### config.mk
export PLATFORM = sky130hd
export DESIGN_NAME = muldiv_unit_flat
export DESIGN_NICKNAME = d
export VERILOG_FILES = /design/src/rtl/muldiv_unit_if.sv /design/src/rtl/muldiv_unit.sv /design/src/flat_wrapper.sv
export SDC_FILE = /design/constraint.sdc
export NUM_CORES = 1
export LEC_CHECK = 0
export BUFFER_PORTS_ARGS = -buffer_cell sky130_fd_sc_hd__buf_2
export CAP_MARGIN = 20
export CORE_MARGIN = 4
export CORE_UTILIZATION = 60
export CTS_BUF_LIST = sky130_fd_sc_hd__clkbuf_16
export CTS_CLUSTER_DIAMETER = 40
export DETAILED_ROUTE_END_ITERATION = 16
export HOLD_SLACK_MARGIN = 0.02
export PLACE_DENSITY_LB_ADDON = 0.2
export SYNTH_ARGS = -nofsm -noshare
export SYNTH_HDL_FRONTEND = slang
export SYNTH_SLANG_ARGS = --single-unit
### constraint.sdc
create_clock -name clk -period 4.4 [get_ports clk]
set_input_delay 0.88 -clock clk [delete_from_list [all_inputs] [get_ports clk]]
set_output_delay 0.88 -clock clk [all_outputs]
set_load 0.01 [all_outputs]
### src/rtl/muldiv_unit_if.sv
// Operand, control and HI/LO result bundle between the execute stage and
// muldiv_unit.
interface muldiv_unit_if;
   logic        op_valid;
   logic [3:0]  mul_control;
   logic [31:0] src_a;
   logic [31:0] src_b;
   logic        flush;
   logic        hi_we;
   logic        lo_we;
   logic [31:0] wdata;
   logic [31:0] hi;
   logic [31:0] lo;
   logic        busy;
   logic        done;

   modport master (
      output op_valid, mul_control, src_a, src_b, flush, hi_we, lo_we, wdata,
      input  hi, lo, busy, done
   );

   modport slave (
      input  op_valid, mul_control, src_a, src_b, flush, hi_we, lo_we, wdata,
      output hi, lo, busy, done
   );
endinterface

### src/rtl/muldiv_unit.sv
// Iterative MIPS MULT/MULTU/DIV/DIVU unit with private HI/LO and MTHI/MTLO.
// Define MULDIV_FAST_MUL_EN for a single-cycle multiplier; divide stays iterative.
module muldiv_unit (
   input logic          clk,
   input logic          resetn,
   muldiv_unit_if.slave bus
);

   typedef enum logic [1:0] {IDLE, RUN, FIX} state_t;

`ifdef MULDIV_FAST_MUL_EN
   localparam bit FAST_MUL = 1'b1;
`else
   localparam bit FAST_MUL = 1'b0;
`endif

   state_t      state, state_next;
   logic [4:0]  cnt;
   logic        is_mul;
   logic        neg_quo;
   logic        neg_rem;
   logic [31:0] a_raw;
   logic [31:0] a_mag;
   logic [31:0] b_mag;
   logic [63:0] acc;
   logic [31:0] hi_q;
   logic [31:0] lo_q;
   logic        done_q;

   logic        accept;
   logic        op_signed;
   logic        op_mul;
   logic [31:0] abs_a;
   logic [31:0] abs_b;
   logic [32:0] mul_sum;
   logic [63:0] mul_step;
   logic [32:0] div_diff;
   logic [63:0] div_step;
   logic [63:0] mul_mag;
   logic [63:0] mul_res;
   logic [31:0] quo_res;
   logic [31:0] rem_res;

   assign op_signed = bus.mul_control[0] | bus.mul_control[2];
   assign op_mul    = bus.mul_control[0] | bus.mul_control[1];
   assign accept    = (state == IDLE) && bus.op_valid && !bus.flush &&
                      $onehot(bus.mul_control);
   assign abs_a     = (op_signed && bus.src_a[31]) ? -bus.src_a : bus.src_a;
   assign abs_b     = (op_signed && bus.src_b[31]) ? -bus.src_b : bus.src_b;

   // Multiply: acc = {partial product, remaining multiplier bits}, shifted right.
   assign mul_sum  = {1'b0, acc[63:32]} + (acc[0] ? {1'b0, a_mag} : 33'd0);
   assign mul_step = {mul_sum, acc[31:1]};

   // Divide: acc = {remainder, remaining dividend bits}; the shifted-out
   // remainder needs 33 bits for the trial subtraction.
   assign div_diff = acc[63:31] - {1'b0, b_mag};
   assign div_step = div_diff[32] ? {acc[62:0], 1'b0}
                                  : {div_diff[31:0], acc[30:0], 1'b1};

`ifdef MULDIV_FAST_MUL_EN
   assign mul_mag = {32'd0, a_mag} * {32'd0, b_mag};
`else
   assign mul_mag = acc;
`endif

   assign mul_res = neg_quo ? -mul_mag : mul_mag;
   assign quo_res = neg_quo ? -acc[31:0] : acc[31:0];
   assign rem_res = neg_rem ? -acc[63:32] : acc[63:32];

   always_ff @(posedge clk or negedge resetn) begin
      if (!resetn) state <= IDLE;
      else         state <= state_next;
   end

   // NOTE: defaulting state_next before the case keeps every path assigned,
   // so no latch is inferred.
   always_comb begin
      state_next = state;
      case (state)
         IDLE:    if (accept) state_next = (FAST_MUL && op_mul) ? FIX : RUN;
         RUN:     if (bus.flush) state_next = IDLE;
                  else if (cnt == 5'd31) state_next = FIX;
         FIX:     state_next = IDLE;
         default: state_next = IDLE;
      endcase
   end

   // NOTE: all sequential state uses non-blocking assignments so every
   // register samples pre-edge values regardless of statement order.
   always_ff @(posedge clk or negedge resetn) begin
      if (!resetn) begin
         cnt     <= 5'd0;
         is_mul  <= 1'b0;
         neg_quo <= 1'b0;
         neg_rem <= 1'b0;
         a_raw   <= 32'd0;
         a_mag   <= 32'd0;
         b_mag   <= 32'd0;
         acc     <= 64'd0;
         hi_q    <= 32'd0;
         lo_q    <= 32'd0;
         done_q  <= 1'b0;
      end else begin
         done_q <= 1'b0;
         case (state)
            IDLE: begin
               if (accept) begin
                  cnt     <= 5'd0;
                  is_mul  <= op_mul;
                  neg_quo <= op_signed && (bus.src_a[31] ^ bus.src_b[31]);
                  neg_rem <= op_signed && bus.src_a[31];
                  a_raw   <= bus.src_a;
                  a_mag   <= abs_a;
                  b_mag   <= abs_b;
                  acc     <= {32'd0, op_mul ? abs_b : abs_a};
               end else begin
                  if (bus.hi_we) hi_q <= bus.wdata;
                  if (bus.lo_we) lo_q <= bus.wdata;
               end
            end
            RUN: begin
               if (!bus.flush) begin
                  acc <= is_mul ? mul_step : div_step;
                  cnt <= cnt + 5'd1;
               end
            end
            FIX: begin
               if (!bus.flush) begin
                  done_q <= 1'b1;
                  if (is_mul) begin
                     hi_q <= mul_res[63:32];
                     lo_q <= mul_res[31:0];
                  end else if (b_mag == 32'd0) begin
                     hi_q <= a_raw;
                     lo_q <= 32'hFFFF_FFFF;
                  end else begin
                     hi_q <= rem_res;
                     lo_q <= quo_res;
                  end
               end
            end
            default: ;
         endcase
      end
   end

   assign bus.hi   = hi_q;
   assign bus.lo   = lo_q;
   assign bus.busy = (state != IDLE);
   assign bus.done = done_q;

endmodule

### src/flat_wrapper.sv
// flat-port wrapper written by rule: the top's interface ports become plain ports
module muldiv_unit_flat 
  (clk, resetn, bus_op_valid, bus_mul_control, bus_src_a, bus_src_b, bus_flush, bus_hi_we, bus_lo_we, bus_wdata, bus_hi, bus_lo, bus_busy, bus_done);
  muldiv_unit_if bus_i ();
  input logic clk;
  input logic resetn;
  input wire logic [$bits(bus_i.op_valid)-1:0] bus_op_valid;
  input wire logic [$bits(bus_i.mul_control)-1:0] bus_mul_control;
  input wire logic [$bits(bus_i.src_a)-1:0] bus_src_a;
  input wire logic [$bits(bus_i.src_b)-1:0] bus_src_b;
  input wire logic [$bits(bus_i.flush)-1:0] bus_flush;
  input wire logic [$bits(bus_i.hi_we)-1:0] bus_hi_we;
  input wire logic [$bits(bus_i.lo_we)-1:0] bus_lo_we;
  input wire logic [$bits(bus_i.wdata)-1:0] bus_wdata;
  output wire logic [$bits(bus_i.hi)-1:0] bus_hi;
  output wire logic [$bits(bus_i.lo)-1:0] bus_lo;
  output wire logic [$bits(bus_i.busy)-1:0] bus_busy;
  output wire logic [$bits(bus_i.done)-1:0] bus_done;
  assign bus_i.op_valid = bus_op_valid;
  assign bus_i.mul_control = bus_mul_control;
  assign bus_i.src_a = bus_src_a;
  assign bus_i.src_b = bus_src_b;
  assign bus_i.flush = bus_flush;
  assign bus_i.hi_we = bus_hi_we;
  assign bus_i.lo_we = bus_lo_we;
  assign bus_i.wdata = bus_wdata;
  assign bus_hi = bus_i.hi;
  assign bus_lo = bus_i.lo;
  assign bus_busy = bus_i.busy;
  assign bus_done = bus_i.done;
  muldiv_unit u_core (.clk(clk), .resetn(resetn), .bus(bus_i));
endmodule
======== Word-level counts from Yosys, hierarchy flattened ========
Cells that the tools add are included.
word-level totals
  register bits after elaboration ......... 235
  input port bits ......................... 106
  output and inout port bits .............. 66
cells by class
  add/sub/neg operators ................... 11
  equal/unequal tests ..................... 11
  muxes and demuxes ....................... 33
  bitwise operators ....................... 3
  reductions and logical operators ........ 17
operator list
  kind                                                                     count
  32-bit two-way mux                                                       16
  64-bit two-way mux                                                       5
  32-bit negator                                                           4
  32-bit one-hot mux with 2 select lines                                   2
  64-bit one-hot mux with 2 select lines                                   1
  64-bit negator                                                           1
  32-bit by 33-bit adder with 33-bit output                                1
  33-bit by 32-bit subtractor with 33-bit output                           1
  32-bit zero test                                                         1
  5-bit two-way mux                                                        2
  2-bit inequality test, second input constant                             5
  5-bit one-hot mux with 2 select lines                                    1
  4-bit AND reduction                                                      2
  1-bit logical AND                                                        6
  2-bit two-way mux                                                        3
  2-bit nonzero test                                                       3
  5-bit by 1-bit adder with 5-bit output, second input constant            1
  5-bit equality test, second input constant                               1
  1-bit by 1-bit adder with 2-bit output                                   2
  2-bit one-hot mux with 2 select lines                                    1
  2-bit AND reduction                                                      2
  3-bit adder                                                              1
  3-bit by 1-bit equality test with 1-bit output, second input constant    1
  3-bit by 2-bit inequality test with 1-bit output, second input constant  1
  9 further kinds                                                          11

======== Logic depth before layout (Yosys ltp) ========
  depth in word-level cells ............... 6
  gate-level depth with buffers ........... 15

======== Least setup slack after synthesis ========
No wires, ideal clock.
  kind .................................... input to register
  from .................................... input bus_mul_control[0]
  to ...................................... register u_core.hi_q[10] (netlist: u_core.bus.hi[10])
  library setup time ...................... 0.136 ns
  arrival time ............................ 3.578 ns
  slack ................................... 0.685 ns
  cell stages on the path ................. 11
  path buffers ............................ 2
  cell sequence ........................... inv_1 -> ha_1 -> ha_1 -> fa_1 -> nand2b_1 -> nor4_2 -> nor2_1 -> a21oi_1 -> clkbuf_1 -> clkbuf_1 -> o21ai_0
on the way
  word-level cells in the longest chain between the ends .. 6
ends and longest elaborated chain
  item                                                          RTL line            RTL
  from (decl)                                                   flat_wrapper.sv:8   input wire logic [$bits(bus_i.mul_control)-1:0] bus_mul_control;
  1-bit by 1-bit adder with 2-bit output (implied by the code)  muldiv_unit.sv:47   $onehot(bus.mul_control);
  3-bit adder (implied by the code)                             muldiv_unit.sv:47
  3-bit by 1-bit equality test with 1-bit output                muldiv_unit.sv:47
  1-bit logical AND                                             muldiv_unit.sv:46   assign accept = (state == IDLE) && bus.op_valid && !bus.flush &&
  2-bit inequality test (no source line)                        -
  4-bit AND reduction (no source line)                          -
  to (signal assigned)                                          muldiv_unit.sv:118  if (bus.hi_we) hi_q <= bus.wdata;
  to (signal assigned)                                          muldiv_unit.sv:132  hi_q <= mul_res[63:32];
  to (signal assigned)                                          muldiv_unit.sv:135  hi_q <= a_raw;
  to (decl)                                                     muldiv_unit.sv:26   logic [31:0] hi_q;
No other way between the ends.
A chain may end at the register's enable or synchronous reset.

======== Final worst setup path ========
  from .................................... register u_core.acc[4]
  to ...................................... register u_core.hi_q[0] (netlist: u_core.bus.hi[0])
on the way
  word-level cells in the longest chain between the ends .. 5
ends and longest elaborated chain
  item                                    RTL line            RTL
  from (decl)                             muldiv_unit.sv:25   logic [63:0] acc;
  from (signal assigned)                  muldiv_unit.sv:116  acc <= {32'd0, op_mul ? abs_b : abs_a};
  from (signal assigned)                  muldiv_unit.sv:124  acc <= is_mul ? mul_step : div_step;
  64-bit negator                          muldiv_unit.sv:67   assign mul_res = neg_quo ? -mul_mag : mul_mag;
  64-bit two-way mux                      muldiv_unit.sv:67
  32-bit two-way mux                      muldiv_unit.sv:131  if (is_mul) begin
  32-bit two-way mux                      muldiv_unit.sv:129  if (!bus.flush) begin
  32-bit one-hot mux with 2 select lines  muldiv_unit.sv:106  case (state)
  to (signal assigned)                    muldiv_unit.sv:132
  to (signal assigned)                    muldiv_unit.sv:135
  to (signal assigned)                    muldiv_unit.sv:138  hi_q <= rem_res;
No other way between the ends. The select of a mux whose other input is x is not followed.

==> impl_metrics.py <==
metrics = {
    "logic_synthesis": {
        "synthArstFlopShare": 1.00,
        "avgSynthCellArea_um2": 7.86,
        "synth_ff_type": "dfrtp_1",
        "syn_nets": 2476,
        "synth.distinct_cells": 75,
        "ys_ff_latch": 234,
        "ys_warn_count": 0,
        "postSynthCellCount": 2293,
        "ys_seq_area_frac": 0.325,
        "synthesis.area_um2": 18000,
        "synth-edff-count": 0,
    },
    "die": {
        "dieArea_um2": 32900,
        "die_width_um": 181,
        "ios": 172,
        "die_h_um": 181,
        "std_cell_rows": 63,
        "initial_core_util": 0.608,
        "core_um2": 29600,
    },
    "timing": {
        "setup_viol_count_final": 0,
        "period_minus_slack_ps": 3890,
        "tns_ps": 0,
        "rsz0062_at_grt": "no",
        "tightest_slew_ps": 1010,
        "skew_ps": 21.2,
        "fin_crit_sh": 0.883,
        "relSlewSlack": 0.324,
        "slew_violations": 0,
        "hold_viol": 0,
        "fmax_ghz": 0.257,
    },
    "clocking": {
        "htree_levels": 2,
        "cts_sinks": 234,
        "clk_pin_slew_worst_paths_ps": 50,
        "ctsLongestPathBuffers": 3,
        "cts_tree": "done",
        "post_cts_buffers": 0,
        "cts_resized": 0,
        "cts_root_buf": "clkbuf_16",
        "clk_latency_ps": 530,
        "ctsHoldBuffers": 0,
        "cts_buffers": 40,
    },
    "power": {
        "power.density_nw_per_um2": 729,
        "intPower_mw": 7.94,
        "p_clk_frac": 0.204,
        "p_sw_mw": 7.14,
        "peakVddDrop_mv": 0.435,
        "pwr-share-seq": 0.266,
        "p_comb_frac": 0.530,
        "leakagePower_nw": 9.38,
        "p_sw_frac": 0.473,
    },
    "critical_path": {
        "cp_data_required_time_ps": 4780,
        "cp-start-kind": "flop",
        "worstSetupPathType": "flop to flop",
        "cp_max_fo": 15,
        "cp.arrival_ps": 4270,
        "slowest_delay_ps": 710,
        "critical_path_buf_inv_count": 0,
        "worst_path_most_repeated_cell": "o21ai_0",
        "crit_path_end_kind": "flop",
        "rr_startpoint": "u_core.acc[4]",
        "crit_path_start": "u_core.acc[4]",
        "crit_path_top_delay_cell": "or4_1",
        "path_cells": "or4_1 -> nor2_1 -> nand4_1 -> nand2b_1 -> nand3_1 -> o21ai_0 -> a311oi_1 -> o21ai_0",
        "cp_top_family": "simple AND/OR/NAND/NOR gates",
    },
    "placed_design": {
        "dp.final_hpwl_mm": 50.9,
        "dpl_cell_area_um2": 19300,
        "gp_congestion": 1.02,
        "portBuffers": 171,
    },
    "route": {
        "antenna_left": 0,
        "wl_per_cell_um": 23.6,
        "via_per_inst": 6.61,
        "drc": 0,
        "vias": 18700,
        "dr.pass1.iters": 7,
        "drt-total-wl_mm": 66.8,
        "drt_iter0_markers": 2275,
    },
    "grt": {
        "grt_usage": 0.391,
        "grt_pass1_wl_mm": 102,
        "grt_pass1_vias": 17600,
        "antenna_found_initial": 2,
        "grt_max_degree": 95,
        "gr-total-overflow": 0,
    },
    "finish": {
        "final_area_um2": 20700,
        "layout.nets": 2588,
        "drive_gt1_frac": 0.137,
        "area_delta_synth_final_pct": 14.7,
        "fillers": 2524,
    },
    "status": {
        "outcome": "finished, final reports clean",
    },
    "job": {
        "max_cap_viol_count": 0,
    },
    "hold_path": {
        "min_path_type": "primary input to asynchronous set/reset pin",
    },
}
-- synthesized netlist by cell type (22+ instances only) --
cell,number,share of area
o31ai_1,24,0.010
a31oi_1,22,0.0076
clkbuf_1,149,0.031
o21ai_0,247,0.069
nor3_1,69,0.019
ha_1,74,0.051
nand4_1,22,0.0076
dfrtp_1,234,0.32
inv_1,66,0.014
a21o_1,30,0.012
o211ai_1,31,0.013
mux2i_1,56,0.031
nand3_1,45,0.012
nand2_1,322,0.067
or3_1,29,0.010
o22ai_1,35,0.012
a211oi_1,25,0.010
a21oi_1,151,0.042
and2_1,38,0.013
nor2_1,170,0.035
nor4_1,23,0.0080
xor2_1,102,0.050
xnor2_1,99,0.048
-- cells by family after synthesis --
group / count (synthesis) / synth area share
adders and majority gates: 77 / 0.0547
muxes: 60 / 0.0338
xor gates and xnor gates: 201 / 0.0976
and+or+nand+nor: 813 / 0.212
DFF: 234 / 0.325
AOI/OAI and AO/OA: 681 / 0.229
buffers and inverters: 227 / 0.0477
-- per-layer routing --
metal | track usage | wire length, um
met1 | 0.553 | 26800
met2 | 0.587 | 29000
met3 | 0.0785 | 7550
met4 | 0.166 | 3390
met5 | 0 | 13
-- path summary, 6_finish.rpt --
check	cells past startpoint	endpoint	slack, ps
max reg2reg	8	u_core.bus.hi[0]	510
max	8	u_core.bus.hi[0]	510
min reg2reg	2	u_core.a_mag[28]	460
min in group clk	2	u_core.a_mag[28]	460
max in group asynchronous	2	u_core.bus.hi[4]	2950
min	1	u_core.acc[54]	380
-- worst register-to-register path, delay by kind of cell (launching register included) --
kind | cells | cell delay [ps]
AOI/OAI and AO/OA | 3 | 830
DFF | 1 | 460
and+or+nand+nor | 5 | 2450
-- placed cells by master, fill, tap and decap left out, types with 8 or more instances in the layout --
| master | instances |
|---|---|
| a221oi_1 | 12 |
| buf_4 | 56 |
| a21o_1 | 30 |
| a22oi_1 | 15 |
| o22ai_1 | 34 |
| o31ai_1 | 24 |
| or3_1 | 29 |
| clkbuf_16 | 41 |
| or2_2 | 8 |
| nor2_1 | 168 |
| buf_2 | 170 |
| nor2b_1 | 11 |
| o211ai_1 | 31 |
| xor2_1 | 101 |
| a211oi_1 | 25 |
| nand2_1 | 322 |
| and3_1 | 15 |
| xnor2_1 | 98 |
| a31oi_1 | 22 |
| or4_1 | 13 |
| nand4_1 | 22 |
| dfrtp_1 | 233 |
| o41ai_1 | 8 |
| o21ai_0 | 247 |
| o21a_1 | 14 |
| nor3_1 | 69 |
| nand2b_1 | 19 |
| ha_1 | 73 |
| a21oi_1 | 150 |
| and2_1 | 38 |
| nand3_1 | 45 |
| inv_1 | 70 |
| nor4_1 | 23 |
| mux2i_1 | 56 |
| o221ai_1 | 8 |
-- through the flow --
step	utilization	setup slack [ps]	std cells	total power, mW	hold WS, ps
floorplan	-	685	2293	9.18	431
global placement	0.652	642	2752	11.5	449
detailed placement	0.652	518	2752	11.7	452
CTS	0.697	674	2826	14.8	419
global route	0.698	325	2827	16.0	451
finish	0.698	514	2828	15.1	375
-- state kept, by name, indices dropped and copies added, names as in the netlist, 2 cells and up --
register	cells
u_core.state	2
u_core.bus.hi	32
u_core.cnt	5
u_core.b_mag	32
u_core.bus.lo	32
u_core.a_mag	31
u_core.acc	64
u_core.a_raw	32
-- final cells by class --
| cell class | instances | area [um^2] | share of cell area |
|---|---|---|---|
| sequential | 234 | 5860 | 0.283 |
| tap | 390 | 488 | 0.0236 |
| multi-input combinational | 1832 | 11400 | 0.551 |
| clock buffer | 41 | 1030 | 0.0496 |
| clock inverter | 33 | 293 | 0.0142 |
| antenna | 1 | 2.50 | 0.000121 |
| inverter | 66 | 248 | 0.0120 |
| timing repair buffer | 231 | 1370 | 0.0664 |
-- power by group through the flow --
stage | Combinational, mW | Sequential [mW] | Clock (mW)
finish | 7.99 | 4.02 | 3.08
global route | 8.69 | 4.07 | 3.19
CTS | 7.73 | 3.98 | 3.09
detailed placement | 7.68 | 4.00 | 0
global placement | 7.54 | 3.98 | 0
floorplan | 5.70 | 3.49 | 0
Power figures use the tool's default switching activity.
